===== src/rtl/fetch_decode_queue.sv =====
// fetch_decode_queue
//   In-order packet FIFO between fetch and decode. It absorbs decode stalls so
//   that fetch can keep running. Each entry holds {pc, insn, bp}. A flush from
//   the controller empties the queue in one cycle.
//
//   Optional feature, selected by the macro FETCH_QUEUE_BYPASS_EN:
//     When the queue is empty, an offered packet is presented at deq in the
//     same cycle. If decode takes it, the packet is never written. Without the
//     macro, a packet reaches deq one cycle after it is enqueued.
//
// Ports
//   clk, rst            clock; synchronous active-high reset
//   flush               discard all entries; blocks enq and deq this cycle
//   enq_valid/ready     fetch-side handshake; enq_ready depends only on state
//   enq_pc/insn/bp      offered packet
//   deq_valid/ready     decode-side handshake
//   deq_pc/insn/bp      head packet; all zero when deq_valid is low
//   count               occupied entries
//   almost_full         count >= DEPTH-1
module fetch_decode_queue #(
  parameter int DEPTH      = 4,
  parameter int ADDR_WIDTH = 32,
  parameter int INSN_WIDTH = 32,
  parameter int BP_WIDTH   = 34
) (
  input  logic                     clk,
  input  logic                     rst,
  input  logic                     flush,
  input  logic                     enq_valid,
  output logic                     enq_ready,
  input  logic [ADDR_WIDTH-1:0]    enq_pc,
  input  logic [INSN_WIDTH-1:0]    enq_insn,
  input  logic [BP_WIDTH-1:0]      enq_bp,
  output logic                     deq_valid,
  input  logic                     deq_ready,
  output logic [ADDR_WIDTH-1:0]    deq_pc,
  output logic [INSN_WIDTH-1:0]    deq_insn,
  output logic [BP_WIDTH-1:0]      deq_bp,
  output logic [$clog2(DEPTH):0]   count,
  output logic                     almost_full
);

  localparam int PTR_W = $clog2(DEPTH);
  localparam int CNT_W = PTR_W + 1;
  localparam logic [CNT_W-1:0] FULL_CNT = CNT_W'(DEPTH);
  localparam logic [CNT_W-1:0] AF_CNT   = CNT_W'(DEPTH - 1);

  logic [ADDR_WIDTH-1:0] pc_mem   [DEPTH];
  logic [INSN_WIDTH-1:0] insn_mem [DEPTH];
  logic [BP_WIDTH-1:0]   bp_mem   [DEPTH];

  logic [PTR_W-1:0] rd_ptr;
  logic [PTR_W-1:0] wr_ptr;
  logic [CNT_W-1:0] cnt;

  logic empty;
  logic mem_vld;
  logic byp_vld;
  logic byp_take;
  logic enq_fire;
  logic deq_fire;

  assign empty     = (cnt == '0);
  assign enq_ready = (cnt != FULL_CNT);
  // Flush hides the head for the whole cycle, so decode can never consume a
  // packet that belongs to the path being squashed.
  assign mem_vld   = !empty && !flush;

`ifdef FETCH_QUEUE_BYPASS_EN
  assign byp_vld   = empty && enq_valid && !flush;
`else
  assign byp_vld   = 1'b0;
`endif

  assign byp_take  = byp_vld && deq_ready;
  assign deq_valid = mem_vld || byp_vld;
  // A bypassed packet that decode takes must not also be stored.
  assign enq_fire  = enq_valid && enq_ready && !flush && !byp_take;
  assign deq_fire  = mem_vld && deq_ready;

  assign count       = cnt;
  assign almost_full = (cnt >= AF_CNT);

  // Head selection: stored head first, then the bypassed packet, else a bubble.
  always_comb begin
    deq_pc   = '0;
    deq_insn = '0;
    deq_bp   = '0;
    if (mem_vld) begin
      deq_pc   = pc_mem[rd_ptr];
      deq_insn = insn_mem[rd_ptr];
      deq_bp   = bp_mem[rd_ptr];
    end else if (byp_vld) begin
      deq_pc   = enq_pc;
      deq_insn = enq_insn;
      deq_bp   = enq_bp;
    end
  end

  // Storage write; contents are not reset, since cnt alone defines validity.
  always_ff @(posedge clk) begin
    if (enq_fire) begin
      pc_mem[wr_ptr]   <= enq_pc;
      insn_mem[wr_ptr] <= enq_insn;
      bp_mem[wr_ptr]   <= enq_bp;
    end
  end

  // Control state; the pointers wrap through natural overflow, because DEPTH
  // is a power of two.
  always_ff @(posedge clk) begin
    if (rst || flush) begin
      rd_ptr <= '0;
      wr_ptr <= '0;
      cnt    <= '0;
    end else begin
      if (enq_fire) wr_ptr <= wr_ptr + PTR_W'(1);
      if (deq_fire) rd_ptr <= rd_ptr + PTR_W'(1);
      case ({enq_fire, deq_fire})
        2'b10:   cnt <= cnt + CNT_W'(1);
        2'b01:   cnt <= cnt - CNT_W'(1);
        default: cnt <= cnt;
      endcase
    end
  end

endmodule

===== config.mk =====
export PLATFORM = sky130hd
export DESIGN_NAME = fetch_decode_queue
export DESIGN_NICKNAME = d
export VERILOG_FILES = /design/src/rtl/fetch_decode_queue.sv
export SDC_FILE = /design/constraint.sdc
export NUM_CORES = 1
export LEC_CHECK = 0
export CAP_MARGIN = 10
export CORE_MARGIN = 1.5
export CORE_UTILIZATION = 53
export CTS_BUF_LIST = sky130_fd_sc_hd__clkbuf_4
export DETAILED_ROUTE_END_ITERATION = 8
export PLACE_DENSITY = 0.77
export SYNTH_ARGS = -nofsm -noshare
export SYNTH_HDL_FRONTEND = slang
export SYNTH_SLANG_ARGS = --single-unit

===== constraint.sdc =====
create_clock -name clk -period 5 [get_ports clk]
set_input_delay 0.5 -clock clk [delete_from_list [all_inputs] [get_ports clk]]
set_output_delay 0.5 -clock clk [all_outputs]
set_load 0.01 [all_outputs]

# Word level (Yosys, flattened, before mapping)
# Memory sizes are Yosys's and may differ from the RTL's. A register that Yosys moved wholly into a read port is not among the register bits.
# Index checks and enable logic that the tools add are counted.
[totals]
register_bits = 7
ram_bits = 392
output_inout_bits = 104
word_cells = 35
memories = 3
[memory_table]
columns = ["memory", "depth", "width", "rd", "rd_clocked_by_memory_dff", "write_ports", "line_no", "source"]
rows = [
  ["bp_mem", 4, 34, 1, 1, 1, "50", "logic [BP_WIDTH-1:0] bp_mem [DEPTH];"],
  ["insn_mem", 4, 32, 1, 1, 1, "49", "logic [INSN_WIDTH-1:0] insn_mem [DEPTH];"],
  ["pc_mem", 4, 32, 1, 1, 1, "48", "logic [ADDR_WIDTH-1:0] pc_mem [DEPTH];"],
]
[op_classes]
addsub = 4
n_lt_le_gt_ge = 1
n_eq_ne = 3
n_mux = 12
n_reduce_logical = 9
[ops]
columns = ["cell", "count"]
rows = [
  ["two-way mux 32 bit", 2],
  ["two-way mux 34 bit", 1],
  ["two-way mux 2 bit", 6],
  ["case mux 3 bit (2 select lines)", 1],
  ["adder 2 x 1 -> 2 bit, second input constant", 2],
  ["logical AND 1 bit", 4],
  ["adder 3 x 1 -> 3 bit, second input constant", 1],
  [">= comparator 3 x 2 -> 1 bit, second input constant", 1],
  ["logical NOT 3 bit", 1],
  ["!= test 3 bit, second input constant", 1],
  ["subtractor 3 x 1 -> 3 bit, second input constant", 1],
  ["== test 2 x 1 -> 1 bit, second input constant", 1],
  ["== test 2 bit, second input constant", 1],
  ["logical NOT 1 bit", 2],
  ["two-way mux 1 bit", 2],
  ["nonzero test 2 bit", 1],
  ["logical OR 1 bit", 1],
]

# Longest topological paths before layout
# Gate-level depths: netlist of run 1.
[logic_depth]
depth_word = 6
ltp_mapped = 9
mapped_depth_nobuf = 9

# Worst setup path before layout of run 1
# Ideal clock, no wire load.
[synth_timing]
path_kind = "reg2reg"
from = "register cnt[0], in the netlist count[0]"
to = "memory bp_mem[0][0], enable pin"
setup_ns = 0.468
arrival_ns = 3.204
required_time_ns = 4.532
setup_slack_ns = 1.328
stages_incl_launch_ff = 4
n_path_buf = 0
cell_sequence = "dfxtp_1 > nor3b_1 > nor3_1 > and2_1"
[synth_between]
elab_chain_cells = 5
[synth_rtl]
columns = ["item", "line_no", "source"]
rows = [
  ["start, declared", "54", "logic [CNT_W-1:0] cnt;"],
  ["start signal, assigned", "120", "2'b10: cnt <= cnt + CNT_W'(1);"],
  ["start signal, assigned", "121", "2'b01: cnt <= cnt - CNT_W'(1);"],
  ["start signal, assigned", "122", "default: cnt <= cnt;"],
  ["!= test 3 bit", "64", "assign enq_ready = (cnt != FULL_CNT);"],
  ["logical AND 1 bit (2 in a row)", "78", "assign enq_fire = enq_valid && enq_ready && !flush && !byp_take;"],
  ["two-way mux 1 bit", "102", "if (enq_fire) begin"],
  ["two-way mux 1 bit (not written as such)", "105", "bp_mem[wr_ptr] <= enq_bp;"],
  ["end, declared", "50", ""],
]
# No other way between the ends.

==> impl_metrics.py, run 1 <==
metrics = {
    "drt": {
        "antenna_left": 0,
        "vias_per_cell": 5.31,
        "first_pass_iters": 5,
        "drt-initial-drc-count": 549,
        "wirelength_um": 28200,
        "drc": 0,
        "wl_per_cell_um": 20.0,
        "num_vias": 7472,
    },
    "logic_synthesis": {
        "muxShareOfSynthArea_pct": 14.4,
        "seq_area_frac_synth_pct": 78.2,
        "synth-compound-area-share_pct": 0.442,
        "synthAdderAreaFrac_pct": 0.540,
        "synth-simple-area-share_pct": 4.85,
        "synthesis.nets": 788,
        "synthesis.area_mm2": 0.0153,
        "synth-xor-area-share_pct": 0.115,
        "yosys.cell_types.count": 26,
        "ys_warn_count": 0,
        "synth_area_per_cell_um2": 22.5,
        "syn_inst": 679,
        "synth_top_family_by_area": "multiplexers",
        "synth-seq-cells": 401,
    },
    "worst_setup_path": {
        "path_buf_inv": 2,
        "critPathRequiredTime_ns": 4.50,
        "endpoint_kind": "output pin",
        "crit_family": "buffers and inverters",
        "critPathSlowestCell": "mux4_2",
        "critPathKind": "reg -> out",
        "cp.arrival_ns": 3.10,
        "cp_cell_sequence": "buf_12 -> mux4_2 -> and2_1 -> clkdlybuf4s50_1",
        "max_stage_delay_ns": 0.63,
        "start_kind": "flip-flop",
        "critPathMaxFanout": 94,
    },
    "placed_design": {
        "port-buffer-count": 206,
        "place.gp.congestion": 0.701,
        "dp_slack_ns": 1.68,
        "dpl_cell_area_mm2": 0.0178,
        "dp_hpwl_um": 16800,
    },
    "clock_tree": {
        "cts-htree-levels": 3,
        "numCtsBuffers": 98,
        "cts_max_path_buffers": 3,
        "clk_pin_slew_ns": 0.08,
        "post_cts_buffers": 0,
        "cts-root-buf": "clkbuf_4",
        "cts_tree": "built",
        "clock_sinks": 401,
        "clock_latency_ns": 0.72,
        "hold_buffers": 0,
        "cts_resized": 0,
    },
    "sta": {
        "tightest_slew_ns": 0.897,
        "skew_ns": 0.0553,
        "max_slew_margin_pct": 40.2,
        "fin_crit_ns": 3.60,
        "finalCritPeriodShare_pct": 71.9,
        "setup_slack_ns": 1.40,
        "slew_violations": 0,
        "hold_viol": 0,
        "fmax_mhz": 278,
        "finalSetupViolCount": 0,
        "rsz0062_at_grt": "no",
        "tns_ns": 0,
    },
    "final_layout": {
        "area_delta_synth_final_pct": 24.3,
        "drive_above_1_share_pct": 25.8,
        "final_cell_mix": "edfxtp_1, clkdlybuf4s50_1, clkbuf_4",
        "fillers": 1884,
        "fin_nets": 1072,
        "regArea_mm2": 0.0120,
        "final_util_pct": 67.7,
        "multi_input_area_mm2": 0.00313,
        "final_area_mm2": 0.0190,
        "final_common_cell": "edfxtp_1",
    },
    "global_route": {
        "grt_pass1_vias": 7983,
        "grt_max_degree": 95,
        "grt_pass1_wl_um": 43800,
        "grt_usage_pct": 19.3,
        "antenna_found_initial": 1,
        "overflow": 0,
    },
    "pwr": {
        "peakVddDrop_mv": 0.185,
        "p_sw_mw": 1.30,
        "p_sw_share_pct": 19.9,
        "clockPowerShare_pct": 38.8,
        "combPwrFrac_pct": 4.0,
        "p_int_mw": 5.27,
        "power_frac_seq_pct": 57.2,
        "power.total_mw": 6.57,
        "power.leakage_nw": 6.08,
        "powerDensity_mw_per_mm2": 346,
    },
    "floorplanning": {
        "die_h_um": 173,
        "core_mm2": 0.0281,
        "start_util_pct": 54.4,
        "die_area_mm2": 0.0299,
        "ios": 207,
        "dieWidth_um": 173,
        "rows": 61,
    },
    "run": {
        "maxCapViolations": 0,
    },
    "status": {
        "status": "finished, final reports clean",
    },
    "hold_path": {
        "hold_path_class": "in -> reg",
    },
}
## final timing paths
| kind | from | end | slack [ns] | cells past startpoint |
|---|---|---|---|---|
| hold reg to reg | rd_ptr[1]$_SDFFE_PP0P_ | flip-flop | 0.50 | 2 |
| setup / recovery | flip-flop | deq_insn[31] | 1.40 | 4 |
| setup reg to reg | count[0]$_SDFFE_PP0P_ | insn_mem[2][22]$_DFFE_PP_ | 2.34 | 4 |
| hold / removal | enq_pc[5] | pc_mem[3][5]$_DFFE_PP_ | 0.42 | 1 |
## power groups by stage
stage | clock [mW] | sequential [mW] | combinational (mW)
floorplan | 0 | 3.83 | 0.0933
global placement | 0 | 3.83 | 0.261
detailed placement | 0 | 3.83 | 0.268
CTS | 2.63 | 3.76 | 0.270
global route | 2.80 | 3.76 | 0.286
finish | 2.55 | 3.76 | 0.266
## registers in the layout, summed over array words and instances (netlist names), named ones only
name,flops
pc_mem,128
count,3
bp_mem,136
insn_mem,128
wr_ptr,2
rd_ptr,2
## per-stage QoR
step	std cells	hold WS (ns)
after CTS	1405	0.350
after global routing	1406	0.373
final	1406	0.417
after floorplan	679	0.459
after global placement	1241	0.461
after detailed placement	1241	0.490
## synth_stat cells
library cell	count	area [um2]
nor3_4	1	16.3
dfxtp_1	9	180
nand3b_1	1	7.51
clkbuf_1	18	67.6
nor2_4	1	11.3
ha_1	5	62.6
or2_2	1	6.26
or3_1	3	18.8
nor3b_1	1	7.51
nor2_1	4	15.0
mux4_2	98	2210
nand2b_1	1	6.26
a21oi_1	7	35.0
nor3_1	1	5.00
and2_1	102	638
a21o_1	1	7.51
buf_2	11	55.1
buf_6	1	11.3
inv_1	8	30.0
nand3_1	2	10.0
xor2_1	2	17.5
o21ai_0	5	25.0
buf_12	2	40.0
fa_1	1	20.0
edfxtp_1	392	11800
buf_8	1	15.0
## cells by family after synthesis
| logic type | count (synthesis) |
|---|---|
| buf+inv | 41 |
| flops | 401 |
| compound gates | 13 |
| xor+xnor | 2 |
| simple gates | 118 |
| mux | 98 |
| fa+ha+maj | 6 |
## final cells by class
| cell class | count | share of cell area (%) |
|---|---|---|
| Timing Repair Buffer | 217 | 11.6 |
| Sequential cell | 401 | 62.9 |
| Tap cell | 378 | 2.49 |
| Clock inverter | 25 | 0.856 |
| Antenna cell | 1 | 0.0132 |
| Inverter | 8 | 0.158 |
| Multi-Input combinational cell | 237 | 16.5 |
| Clock buffer | 139 | 5.49 |
## worst register-to-register path: cells and delay by family, from the launching register on
family | cells | cell delay [ns]
AND/OR/NAND/NOR | 3 | 1.41
flip-flops | 1 | 0.50
buffers and inverters | 1 | 0.38
## per-layer routing
layer	wire [um]	GRT usage [%]	up-vias
met3	1910	5.52	30
li1	-	-	3420
met5	0	0	-
met1	12000	26.0	3779
met4	380	6.63	0
met2	13900	30.5	243
Power figures use the tool's default switching activity.
==> run 2: changes to the inputs <==
==> constraint.sdc (replaced) <==
create_clock -name clk -period 3.68 [get_ports clk]
set_input_delay 0.368 -clock clk [delete_from_list [all_inputs] [get_ports clk]]
set_output_delay 0.368 -clock clk [all_outputs]
set_load 0.01 [all_outputs]
==> impl_metrics.py, run 2 (synthesis results as in run 1) <==
metrics = {
    "placed_design": {
        "place_inst": 1246,
        "dp_hpwl_um": 17500,
        "port-buffer-count": 206,
        "place.gp.congestion": 0.749,
    },
    "sta": {
        "tns_ns": 0,
        "max_slew_margin_pct": 58.7,
        "skew_ns": 0.0336,
        "hold_viol": 0,
        "finalCritPeriodShare_pct": 92.3,
        "rsz0062_at_grt": "no",
        "tightest_slew_ns": 0.619,
        "finalSetupViolCount": 0,
        "fmax_mhz": 294,
        "slew_violations": 0,
        "fin_crit_ns": 3.40,
    },
    "clock_tree": {
        "numCtsBuffers": 100,
        "cts-htree-levels": 3,
        "clock_latency_ns": 0.70,
        "cts-root-buf": "clkbuf_4",
        "post_cts_buffers": 0,
        "cts_resized": 0,
        "hold_buffers": 0,
        "clk_pin_slew_ns": 0.07,
        "cts_tree": "built",
        "clock_sinks": 401,
        "cts_max_path_buffers": 3,
    },
    "floorplanning": {
        "ios": 207,
        "rows": 61,
        "start_util_pct": 54.4,
        "core_mm2": 0.0281,
        "die_area_mm2": 0.0299,
        "die_h_um": 173,
        "dieWidth_um": 173,
    },
    "pwr": {
        "powerDensity_mw_per_mm2": 467,
        "power.total_mw": 8.90,
        "power.leakage_nw": 6.11,
        "peakVddDrop_mv": 0.268,
    },
    "worst_setup_path": {
        "endpoint_kind": "output pin",
        "max_stage_delay_ns": 0.65,
        "cp.arrival_ns": 3.03,
        "crit_family": "buffers and inverters",
        "cp_cell_sequence": "buf_4 -> mux4_2 -> and2_1 -> clkdlybuf4s50_1",
        "critPathRequiredTime_ns": 3.31,
        "critPathKind": "reg -> out",
        "critPathMaxFanout": 22,
        "start_kind": "flip-flop",
        "critPathSlowestCell": "dfxtp_4",
        "path_buf_inv": 2,
    },
    "final_layout": {
        "regMostFlops": "bp_mem",
        "fillers": 1909,
        "stdcell_count": 1415,
        "fin_nets": 1079,
        "largest_reg_flops": 136,
        "reg_top3": "bp_mem (136), insn_mem (128), pc_mem (128)",
        "final_common_cell": "edfxtp_1",
        "final_cell_mix": "edfxtp_1, clkdlybuf4s50_1, clkbuf_4",
        "drive_above_1_share_pct": 25.8,
        "final_util_pct": 67.9,
        "area_delta_synth_final_pct": 24.8,
    },
    "global_route": {
        "grt_max_degree": 100,
        "grt_pass1_vias": 8297,
        "antenna_found_initial": 5,
        "grt_pass1_wl_um": 46100,
        "grt_usage_pct": 20.3,
        "overflow": 0,
    },
    "drt": {
        "wirelength_um": 29700,
        "first_pass_iters": 5,
        "vias_per_cell": 5.43,
        "drc": 0,
        "antenna_left": 0,
        "wl_per_cell_um": 21.0,
        "drt-initial-drc-count": 566,
        "num_vias": 7688,
    },
    "status": {
        "status": "finished, final reports clean",
    },
    "run": {
        "maxCapViolations": 0,
    },
    "hold_path": {
        "hold_path_class": "in -> reg",
    },
}
==> run 2: cell count changes in the layout (fill, tap and decap cells not counted) <==
cell / previous run / this run
buf_12: 5 / 10
clkinv_1: 17 / 23
bufinv_16: 2 / 1
diode_2: 1 / 2
clkinv_4: 2 / 0
==> run 2: routing by layer <==
metal / part of all wire (%) / vias up / routed length, um / GRT usage (%)
li1: - / 3410 / - / -
met1: 42 / 3922 / 12500 / 27.2
met2: 48 / 313 / 14300 / 32.0
met3: 8.3 / 37 / 2460 / 6.33
met4: 1.3 / 6 / 397 / 7.17
met5: 0.12 / - / 35 / 0
==> run 2: stage by stage <==
stage	hold WS, ns	worst slack (ns)	instance area [um2]
floorplan	0.459	0.00826	15300
global placement	0.467	0.934	17900
detailed placement	0.489	0.897	17900
CTS	0.224	0.118	19100
global route	0.263	0.0341	19100
finish	0.306	0.284	19100
==> run 2: final timing paths <==
kind	to	slack (ns)	from	cells past startpoint
setup reg to reg	bp_mem[2][4]$_DFFE_PP_	1.28	count[0]$_SDFFE_PP0P_	4
hold reg to reg	flip-flop	0.51	rd_ptr[1]$_SDFFE_PP0P_	2
setup / recovery	deq_insn[15]	0.28	flip-flop	4
hold / removal	insn_mem[1][18]$_DFFE_PP_	0.31	enq_insn[18]	1
==> run 2: worst reg2reg max path, delay by kind of cell, from the launching register on <==
kind / cells / cell delay [ns]
AND/OR/NAND/NOR: 3 / 1.23
flip-flops: 1 / 0.49
buffers and inverters: 1 / 0.34
==> run 2: cell type report <==
cell class                      instances  area (um2)  share of cell area (%)
Antenna cell                            2        5.00                  0.0262
Clock buffer                          139        1040                    5.47
Clock inverter                         28         138                   0.721
Inverter                                8        30.0                   0.157
Multi-Input combinational cell        237        3130                    16.4
Sequential cell                       401       12000                    62.7
Tap cell                              378         473                    2.48
Timing Repair Buffer                  222        2310                    12.1
==> run 2: report_power, final <==
part | switching (mW) | total (mW) | leakage (nW) | internal (mW)
Sequential | 0.0191 | 5.11 | 3.64 | 5.09
Combinational | 0.164 | 0.366 | 1.77 | 0.201
Clock | 1.63 | 3.43 | 0.702 | 1.80
Total | 1.82 | 8.90 | 6.11 | 7.09
